==> config.mk <==
export PLATFORM = sky130hd
export DESIGN_NAME = imm_ctrl_flat
export DESIGN_NICKNAME = d
export VERILOG_FILES = /design/src/rtl/imm_ctrl_if.sv /design/src/rtl/imm_ctrl.sv /design/src/flat_wrapper.sv
export SDC_FILE = /design/constraint.sdc
export NUM_CORES = 1
export LEC_CHECK = 0
export ABC_AREA = 1
export CORE_MARGIN = 4
export CORE_UTILIZATION = 43
export DETAILED_ROUTE_END_ITERATION = 12
export HOLD_SLACK_MARGIN = 0.08
export MAX_ROUTING_LAYER = met4
export PLACE_DENSITY = 0.79
export SYNTH_ARGS = -nofsm -noshare
export SYNTH_HDL_FRONTEND = slang
export SYNTH_SLANG_ARGS = --single-unit
==> constraint.sdc <==
create_clock -name clk -period 1.2 [get_ports clk]
set_input_delay 0.24 -clock clk [delete_from_list [all_inputs] [get_ports clk]]
set_output_delay 0.24 -clock clk [all_outputs]
set_load 0.01 [all_outputs]
==> src/rtl/imm_ctrl_if.sv <==
// Fetch-side and execute-side signals of the ID-stage immediate controller.
// The master drives the fetch instruction, flush and downstream ready.
interface imm_ctrl_if #(parameter int N = 16);
    logic         in_valid;
    logic [N-1:0] in_inst;
    logic         in_ready;
    logic         flush;
    logic         out_ready;
    logic         out_valid;
    logic [N-1:0] out_inst;
    logic         ext_sign;
    logic [1:0]   ext_op;
    logic         imm_use;
    logic         halted;

    modport master (
        output in_valid, in_inst, flush, out_ready,
        input  in_ready, out_valid, out_inst, ext_sign, ext_op, imm_use, halted
    );

    modport slave (
        input  in_valid, in_inst, flush, out_ready,
        output in_ready, out_valid, out_inst, ext_sign, ext_op, imm_use, halted
    );
endinterface

==> src/rtl/imm_ctrl.sv <==
// ID-stage controller for the WISC-SP20 immediate extender: decodes the opcode,
// holds one instruction in the ID/EX register and sequences the HALT drain.
module imm_ctrl #(
    parameter int N = 16
) (
    input logic        clk,
    input logic        rst_n,
    imm_ctrl_if.slave  bus
);
    typedef enum logic [1:0] {
        RUN    = 2'd0,
        DRAIN  = 2'd1,
        HALTED = 2'd2
    } state_t;

    localparam logic [4:0] OP_HALT = 5'b00000;

    state_t       state, state_nxt;
    logic         accept, consume;
    logic         in_ready_c, halted_c;
    logic [4:0]   opcode;
    logic [1:0]   dec_op;
    logic         dec_sign, dec_use;

    logic         valid_q;
    logic [N-1:0] inst_q;
    logic         sign_q, use_q;
    logic [1:0]   op_q;

    assign opcode  = bus.in_inst[N-1 -: 5];
    assign accept  = bus.in_valid & in_ready_c;
    assign consume = valid_q & bus.out_ready;

    // NOTE: every always_comb output gets a default before the case, so no path leaves it unassigned (no latch).
    always_comb begin
        dec_op   = 2'b00;
        dec_sign = 1'b0;
        dec_use  = 1'b0;
        unique case (opcode)
            5'b01000, 5'b01001, 5'b10000, 5'b10001, 5'b10011: begin
                dec_sign = 1'b1;
                dec_use  = 1'b1;
            end
            5'b01010, 5'b01011, 5'b10100, 5'b10101, 5'b10110, 5'b10111: begin
                dec_use  = 1'b1;
            end
            5'b01100, 5'b01101, 5'b01110, 5'b01111, 5'b11000, 5'b00101, 5'b00111: begin
                dec_op   = 2'b01;
                dec_sign = 1'b1;
                dec_use  = 1'b1;
            end
            5'b10010: begin
                dec_op   = 2'b01;
                dec_use  = 1'b1;
            end
            5'b00100, 5'b00110: begin
                dec_op   = 2'b10;
                dec_sign = 1'b1;
                dec_use  = 1'b1;
            end
            default: ;
        endcase
    end

    // NOTE: sequential state uses non-blocking assignments so all registers update together at the edge.
    always_ff @(posedge clk or negedge rst_n) begin
        if (!rst_n) state <= RUN;
        else        state <= state_nxt;
    end

    always_comb begin
        state_nxt = state;
        unique case (state)
            RUN:     if (accept && opcode == OP_HALT) state_nxt = DRAIN;
            DRAIN:   if (bus.flush)                   state_nxt = RUN;
                     else if (consume)                state_nxt = HALTED;
            HALTED:  state_nxt = HALTED;
            default: state_nxt = RUN;
        endcase
    end

    always_comb begin
        in_ready_c = (state == RUN) & ~bus.flush & (~valid_q | bus.out_ready);
        halted_c   = (state == HALTED);
    end

    // NOTE: the holding register's data fields are reset too, since out_inst and the controls have defined reset values.
    always_ff @(posedge clk or negedge rst_n) begin
        if (!rst_n) begin
            valid_q <= 1'b0;
            inst_q  <= '0;
            sign_q  <= 1'b0;
            op_q    <= 2'b00;
            use_q   <= 1'b0;
        end else if (bus.flush) begin
            // Squash only the valid bit; the stale controls are don't-care while invalid.
            valid_q <= 1'b0;
        end else if (accept) begin
            valid_q <= 1'b1;
            inst_q  <= bus.in_inst;
            sign_q  <= dec_sign;
            op_q    <= dec_op;
            use_q   <= dec_use;
        end else if (consume) begin
            valid_q <= 1'b0;
        end
    end

    assign bus.in_ready  = in_ready_c;
    assign bus.halted    = halted_c;
    assign bus.out_valid = valid_q;
    assign bus.out_inst  = inst_q;
    assign bus.ext_sign  = sign_q;
    assign bus.ext_op    = op_q;
    assign bus.imm_use   = use_q;
endmodule
==> src/flat_wrapper.sv <==
// flat-port wrapper written by rule: the top's interface ports become plain ports
module imm_ctrl_flat 
#(
    parameter int N = 16
)
  (clk, rst_n, bus_in_valid, bus_in_inst, bus_flush, bus_out_ready, bus_in_ready, bus_out_valid, bus_out_inst, bus_ext_sign, bus_ext_op, bus_imm_use, bus_halted);
  imm_ctrl_if #(.N(N)) bus_i ();
  input logic clk;
  input logic rst_n;
  input wire logic [$bits(bus_i.in_valid)-1:0] bus_in_valid;
  input wire logic [$bits(bus_i.in_inst)-1:0] bus_in_inst;
  input wire logic [$bits(bus_i.flush)-1:0] bus_flush;
  input wire logic [$bits(bus_i.out_ready)-1:0] bus_out_ready;
  output wire logic [$bits(bus_i.in_ready)-1:0] bus_in_ready;
  output wire logic [$bits(bus_i.out_valid)-1:0] bus_out_valid;
  output wire logic [$bits(bus_i.out_inst)-1:0] bus_out_inst;
  output wire logic [$bits(bus_i.ext_sign)-1:0] bus_ext_sign;
  output wire logic [$bits(bus_i.ext_op)-1:0] bus_ext_op;
  output wire logic [$bits(bus_i.imm_use)-1:0] bus_imm_use;
  output wire logic [$bits(bus_i.halted)-1:0] bus_halted;
  assign bus_i.in_valid = bus_in_valid;
  assign bus_i.in_inst = bus_in_inst;
  assign bus_i.flush = bus_flush;
  assign bus_i.out_ready = bus_out_ready;
  assign bus_in_ready = bus_i.in_ready;
  assign bus_out_valid = bus_i.out_valid;
  assign bus_out_inst = bus_i.out_inst;
  assign bus_ext_sign = bus_i.ext_sign;
  assign bus_ext_op = bus_i.ext_op;
  assign bus_imm_use = bus_i.imm_use;
  assign bus_halted = bus_i.halted;
  imm_ctrl #(.N(N)) u_core (.clk(clk), .rst_n(rst_n), .bus(bus_i));
endmodule
Yosys cells after proc, flatten, opt, wreduce, memory -nomap -nowiden
Cells that the tools add are included.
- register bits: 23
- bits of input ports: 21
- word-level logic and storage cells: 58
- equal/unequal tests: 25
- mux-type cells: 10
- bitwise operators: 7
- reductions and logical operators: 10
- operator list (kind ; number):
    5-bit equality test, second input constant ; 9
    5-bit by 4-bit equality test with 1-bit output, second input constant ; 8
    21-bit OR reduction ; 1
    5-bit by 3-bit equality test with 1-bit output, second input constant ; 4
    14-bit OR reduction ; 1
    8-bit OR reduction ; 1
    2-bit two-way mux ; 3
    2-bit one-hot mux with 3 select lines ; 1
    5-bit logical NOT ; 1
    1-bit two-way mux ; 5
    1-bit AND ; 4
    2-bit one-hot mux with 2 select lines ; 1
    2-bit AND reduction ; 2
    3-bit by 2-bit inequality test with 1-bit output, second input constant ; 1
    3-bit nonzero test ; 1
    2-bit by 1-bit equality test with 1-bit output, second input constant ; 1
    2-bit equality test, second input constant ; 1
    2-bit logical NOT ; 1
    2-bit by 1-bit inequality test with 1-bit output, second input constant ; 1
    1-bit NOT ; 2
    2-bit OR reduction ; 1
    1-bit logical AND ; 1
    1-bit bitwise OR ; 1

Depth between registers and ports, before layout
Gate-level depths: netlist of the first run.
- depth in word-level cells: 7
- depth in mapped cells: 8
- gate-level depth less buffers: 8

Worst setup path before layout of the first run
Ideal clock, no wire load.
- path kind: reg2reg
- start: register u_core.state[1]
- end: register u_core.inst_q[15], in the netlist u_core.bus.out_inst[15]
- arrival time: 0.977 ns
- data required time: 1.078 ns
- path slack: 0.101 ns
- cell stages (with the launch flop): 6
- path buffers: 1
- clock period less this slack: 1.099 ns
- cell sequence: dfrtp_1 nor2_4 nand4_4 buf_2 nand2_1 o21ai_1
- cells in the longest elaborated chain, start to end: 5
- RTL lines (item ; RTL line ; source):
    start: declaration ; imm_ctrl.sv:18 ; state_t state, state_nxt;
    start signal: assignment ; imm_ctrl.sv:68 ; else state <= state_nxt;
    2-bit logical NOT ; imm_ctrl.sv:83 ; in_ready_c = (state == RUN) & ~bus.flush & (~valid_q | bus.out_ready);
    1-bit AND (2 in series) ; imm_ctrl.sv:83 ;
    1-bit AND ; imm_ctrl.sv:31 ; assign accept = bus.in_valid & in_ready_c;
    2-bit AND reduction (no source line) ; n/a ;
    end signal: assignment ; imm_ctrl.sv:100 ; inst_q <= bus.in_inst;
    end: declaration ; imm_ctrl.sv:26 ; logic [N-1:0] inst_q;
No other way between the ends.
A chain may end at the register's enable or synchronous reset.

Worst setup path after layout of the first run
- start: register u_core.state[1]
- end: output port bus_in_ready
- cells in the longest elaborated chain, start to end: 3
- RTL lines (item ; RTL line ; source):
    2-bit logical NOT ; imm_ctrl.sv:83 ;
    1-bit AND (2 in series) ; imm_ctrl.sv:83 ;
    end: declaration ; flat_wrapper.sv:14 ; output wire logic [$bits(bus_i.in_ready)-1:0] bus_in_ready;
No other way between the ends.

==> results of run 1 <==
## registers in the layout (all words and copies together) (netlist names)
| name | flops |
|---|---|
| u_core.bus.ext_sign | 1 |
| u_core.bus.imm_use | 1 |
| u_core.bus.ext_op | 2 |
| u_core.bus.out_valid | 1 |
| u_core.state | 2 |
| u_core.bus.out_inst | 16 |
## routing by layer
metal | vias to the layer above | routed length (um) | track usage (%)
met3 | 7 | 187 | 1.94
met5 | - | 0 | -
li1 | 601 | - | -
met2 | 44 | 1990 | 36.3
met4 | 0 | 47 | 8.23
met1 | 560 | 1330 | 20.5
## layout by cell type (no fill, tap or decap), types with 2 or more instances in the layout
master,netlist,routed
clkdlybuf4s50_1,0,19
nand2_4,0,4
buf_6,1,8
a21oi_2,1,2
inv_2,5,7
buf_12,0,4
clkbuf_4,0,3
buf_4,1,29
clkbuf_2,0,14
nor2_1,15,14
nor2_2,4,4
inv_1,5,3
o21ai_1,5,4
nand3_2,3,3
o21ai_2,1,3
nand2_2,2,21
nand2_1,53,30
nor2_4,2,3
nand4_1,2,2
nand3_1,7,7
dfrtp_1,23,23
buf_2,2,7
## power groups by stage
stage	registers, mW	logic (mW)	clock network (mW)
floorplan	1.01	0.192	0
global placement	0.954	0.665	0
detailed placement	0.961	0.684	0
CTS	0.941	0.700	0.374
global route	0.958	0.868	0.406
finish	0.949	0.802	0.372
## synthesized netlist by cell type
library cell	n	area share, %
nand2_1	53	17
o21ai_2	1	0.76
nor2_8	1	1.7
nand3_2	3	2.6
a21oi_2	1	0.76
buf_6	1	0.98
a21oi_1	1	0.43
inv_2	5	1.6
nor2_4	2	2.0
nor2_1	15	4.9
nand4_1	2	1.1
o21ai_1	5	2.2
o21ai_0	2	0.87
nand2_2	2	1.1
nand4_4	1	1.8
buf_4	1	0.65
inv_1	5	1.6
nand3_4	1	1.5
buf_2	2	0.87
nor2_2	4	2.2
nand3_1	7	3.0
dfrtp_1	23	50
## final cells by class
cell class	instances	area (sq um)	area share, %
tap	30	37.5	1.87
inverter	10	37.5	1.87
clock inverter	1	5.00	0.250
timing repair buffer	83	721	36.0
sequential	23	576	28.7
multi-input combinational	101	606	30.2
clock buffer	3	22.5	1.12
## worst max-delay path, cell delays in order, from the launching register on
cell     delay [ns]
dfrtp_1        0.43
buf_6          0.13
nor2_4         0.11
nand3_4        0.09
inv_2          0.07
buf_6          0.09
## stage by stage
stage	setup WS (ns)	cells	hold WS, ns
floorplan	0.101	138	-0.0556
global placement	-0.510	227	0.460
detailed placement	-0.547	227	0.467
CTS	-0.224	241	0.251
global route	-0.320	251	0.248
finish	-0.265	251	0.247
## kinds of logic (layout without fill, tap and decap cells)
logic type / count (synthesis) / after routing / synth area share [%]
simple gates: 91 / 91 / 39.2
flops: 23 / 23 / 50.0
buf+inv: 14 / 97 / 5.76
compound gates: 10 / 10 / 5.00
## repair_timing
| item | CTS | global route |
|---|---|---|
| gates resized for setup | 64 | 58 |
| endpoints found under the setup margin | 44 | 44 |
| cloned | 0 | 1 |
| pin swaps | 4 | 5 |
| buffers inserted | 10 | 10 |
## worst max path at each step
stage,slack [ns],to
after floorplan,0.10,u_core.bus.out_inst[15]
after global placement,-0.51,bus_in_ready
after detailed placement,-0.55,bus_in_ready
after CTS,-0.22,u_core.bus.out_inst[6]
after global routing,-0.32,bus_in_ready
final,-0.27,bus_in_ready
==> flow_summary.toml, run 1 <==
[worst_setup_path]
critical_path_required_ns = 0.96
reg2reg_depth = 8
startpoint = "u_core.state[1]"
end_kind = "output port"
crit_type = "reg2out"
r2r_setup_slack_ns = -0.21
start_kind = "flop"
crit_path_max_fanout = 2
r2r_start = "u_core.state[1]"
arrival_ns = 1.23
r2r_end = "u_core.bus.out_inst[3]"

[timing]
rsz0062_at_grt = "true"
worst_slack_ns = -0.265
worst_slew_pin_slew_ns = 0.382
skew_ns = 0.00382
min_period_over_period_pct = 122
hold_viol = 0
max_slew_margin_pct = 74.5
slew_violations = 0
max_freq_ghz = 0.683
fin_crit_ns = 1.47
finalSetupViolations = 25
final.setup.tns_ns = -4.19

[cells_and_area]
design_area_sq_mm = 0.00200
drive_above_1_share_pct = 52.9
area_growth_pct = 74.1
fillers = 158
nNetsFinal = 243
n_antenna_cell = 0
final_util_pct = 79.5

[floorplanning]
dieArea_sq_mm = 0.00357
die_w_um = 59.7
core_area_sq_mm = 0.00252
rows = 18
die_h_um = 59.7
initial_core_util_pct = 45.6
io_pins = 44

[global_route]
grt_pass1_wl_um = 5140
grt.overflow.total = 0
grt_max_degree = 24
antenna_found_initial = 0
grt_util_all_layers_pct = 19.4
grt_pass1_vias = 1200

[pwr]
switchingPower_mw = 0.691
clockPowerShare_pct = 17.5
p_leak_nw = 1.05
ir_drop_mv = 0.930
power_frac_comb_pct = 37.8
switching_share_pct = 32.5
powerDensity_mw_per_mm2 = 1060
internal_power_mw = 1.43
pwr-share-seq_pct = 44.7
power_mw = 2.12

[outcome]
violations = "setup timing"
status = "finished with violations"

[synthesis]
synth.distinct_cells = 22
ys_seq_area_share_pct = 50.0
yosys_register_bits = 23
synthesis.nets = 159
syn_avg_cell_area_sq_um = 8.34
ys.warnings.count = 0
synth.cell_area_sq_mm = 0.00115
synth_cells = 138

[routing]
drc_errors = 0
drt_iter0_markers = 60
first_pass_iters = 4
totalWireLength_um = 3560
vias_per_cell = 4.83
antenna_left = 0
wl_per_cell_um = 14.2
vias = 1212

[clocking]
clock_latency_ns = 0.32
cts_buffers = 3
clk_pin_slew_ns = 0.13
cts_max_path_buffers = 2
cts.sinks = 23
cts-hold-fix-buffers = 0
cts-root-buf = "clkbuf_4"
cts_tree = "built"
htreeDepth = 1

[place]
placed_cell_area_sq_mm = 0.00179
hpwl_um = 2270
place_congestion = 1.05
io_buffers = 43

[hold_path]
hold_path.class = "in2async"

[run]
drv_cap = 0
Note: power is estimated with default switching activity, not from simulation.
==> run 2, diff against run 1 <==
--- a/config.mk
+++ b/config.mk
@@ -6,12 +6,14 @@
 export NUM_CORES = 1
 export LEC_CHECK = 0
 export ABC_AREA = 1
+export CAP_MARGIN = 40
 export CORE_MARGIN = 4
 export CORE_UTILIZATION = 43
 export DETAILED_ROUTE_END_ITERATION = 12
 export HOLD_SLACK_MARGIN = 0.08
 export MAX_ROUTING_LAYER = met4
 export PLACE_DENSITY = 0.79
+export RECOVER_POWER = 100
 export SYNTH_ARGS = -nofsm -noshare
 export SYNTH_HDL_FRONTEND = slang
 export SYNTH_SLANG_ARGS = --single-unit
==> run 2 against run 1 <==
Critical endpoint unchanged. The run still ends with setup timing left. Critical path depth is the same. Cell count is the same. Register-to-register slack is essentially flat. Flip-flop and latch count is the same. Non-clock buffer count is the same. Via count grew 1.2%. Clock power is essentially flat. Clock skew is essentially flat. Die area is the same. Worst setup slack lost 0.0055 ns.
==> flow_summary.toml, run 2 (same netlist as run 1, synthesis figures left out) <==
[outcome]
status = "finished with violations"
violations = "setup timing"

[pwr]
powerDensity_mw_per_mm2 = 1060
ir_drop_mv = 0.926
p_leak_nw = 0.990
power_mw = 2.09

[cells_and_area]
layout_common_cells = "nand2_1, buf_4, dfrtp_1"
area_growth_pct = 71.0
n_antenna_cell = 0
nNetsFinal = 243
final_common_cell = "nand2_1"
largest_reg_flops = 16
final_util_pct = 78.0
drive_above_1_share_pct = 45.2
fillers = 166
design_area_sq_mm = 0.00197
final_cells = 251

[worst_setup_path]
end_kind = "output port"
cpMostUsedCell = "buf_6"
start_kind = "flop"
cpPeakStageDelay_ns = 0.43
crit_type = "reg2out"
path_delay_family = "flip-flops"
critPathSlowestCell = "dfrtp_1"
crit_path_max_fanout = 2
critical_path_required_ns = 0.96
arrival_ns = 1.23
cp.buffers_inverters = 3
crit_chain = "buf_6 > nor2_4 > nand3_4 > inv_2 > buf_6"

[floorplanning]
initial_core_util_pct = 45.6
die_h_um = 59.7
io_pins = 44
die_w_um = 59.7
dieArea_sq_mm = 0.00357
rows = 18
core_area_sq_mm = 0.00252

[global_route]
antenna_found_initial = 0
grt_util_all_layers_pct = 19.4
grt_max_degree = 24
grt_pass1_wl_um = 5140
grt_pass1_vias = 1200
grt.overflow.total = 0

[clocking]
cts-hold-fix-buffers = 0
clk_pin_slew_ns = 0.13
cts.sinks = 23
cts_tree = "built"
cts-root-buf = "clkbuf_4"
cts_buffers = 3
cts_max_path_buffers = 2
htreeDepth = 1
clock_latency_ns = 0.32

[run]
drv_cap = 0

[routing]
drt_iter0_markers = 69
wl_per_cell_um = 14.4
antenna_left = 0
first_pass_iters = 4
drc_errors = 0
vias_per_cell = 4.89
totalWireLength_um = 3610
vias = 1227

[place]
placed_cell_area_sq_mm = 0.00179
place_congestion = 1.05
io_buffers = 43
hpwl_um = 2270
placedCellCount = 227

[timing]
max_slew_margin_pct = 62.1
slew_violations = 0
whs_ns = 0.422
worst_slack_ns = -0.271
fin_crit_ns = 1.47
rsz0062_at_grt = "true"
max_freq_ghz = 0.680
finalSetupViolations = 25
hold_viol = 0
min_period_over_period_pct = 123
skew_ns = 0.00401
worst_slew_pin_slew_ns = 0.568

[hold_path]
hold_path.class = "in2async"
## run 2: cell type report
cell class	instances	area [sq um]	area share, %
clock buffers	3	22.5	1.14
clock inverters	1	5.00	0.254
inverters	10	37.5	1.91
multi-input cells	101	606	30.8
flip-flops and latches	23	576	29.2
well taps	30	37.5	1.91
repair buffers	83	684	34.8
## run 2: metal layers
metal  wire length (um)  global-route usage [%]  vias up
met2               2020                    36.3       46
met1               1360                    20.5      576
met4                 45                    8.23        0
li1                   -                       -      598
met5                  0                       -        -
met3                185                    1.94        7
## run 2: power by group
group	switching, mW	internal (mW)
Clock	0.248	0.125
Combinational	0.381	0.391
Sequential	0.0647	0.885
Total	0.694	1.40
## run 2: stage by stage
stage / TNS, ns / setup slack [ns]
after global placement: -7.56 / -0.510
after CTS: -4.36 / -0.224
after detailed placement: -8.62 / -0.547
final: -4.27 / -0.271
after floorplan: 0 / 0.101
after global routing: -5.95 / -0.320
## run 2: final timing paths
path,slack (ns),from,end,depth (start not counted)
setup / recovery,-0.27,u_core.state[1],bus_in_ready,5
min in group clk,0.45,bus_in_inst[13],u_core.bus.out_inst[13],4
setup reg to reg,-0.21,u_core.state[1],u_core.bus.out_inst[0],7
hold / removal,0.42,rst_n,u_core.bus.out_valid,2
hold reg to reg,0.52,u_core.bus.ext_op[1],u_core.bus.ext_op[1],2
max in group asynchronous,0.41,rst_n,u_core.state[0],2
## run 2: timing repair
item	4_1_cts	5_1_grt
pin swaps	4	5
gates resized for setup	64	58
setup buffers	10	10
setup endpoints to repair	44	44
cloned	0	1
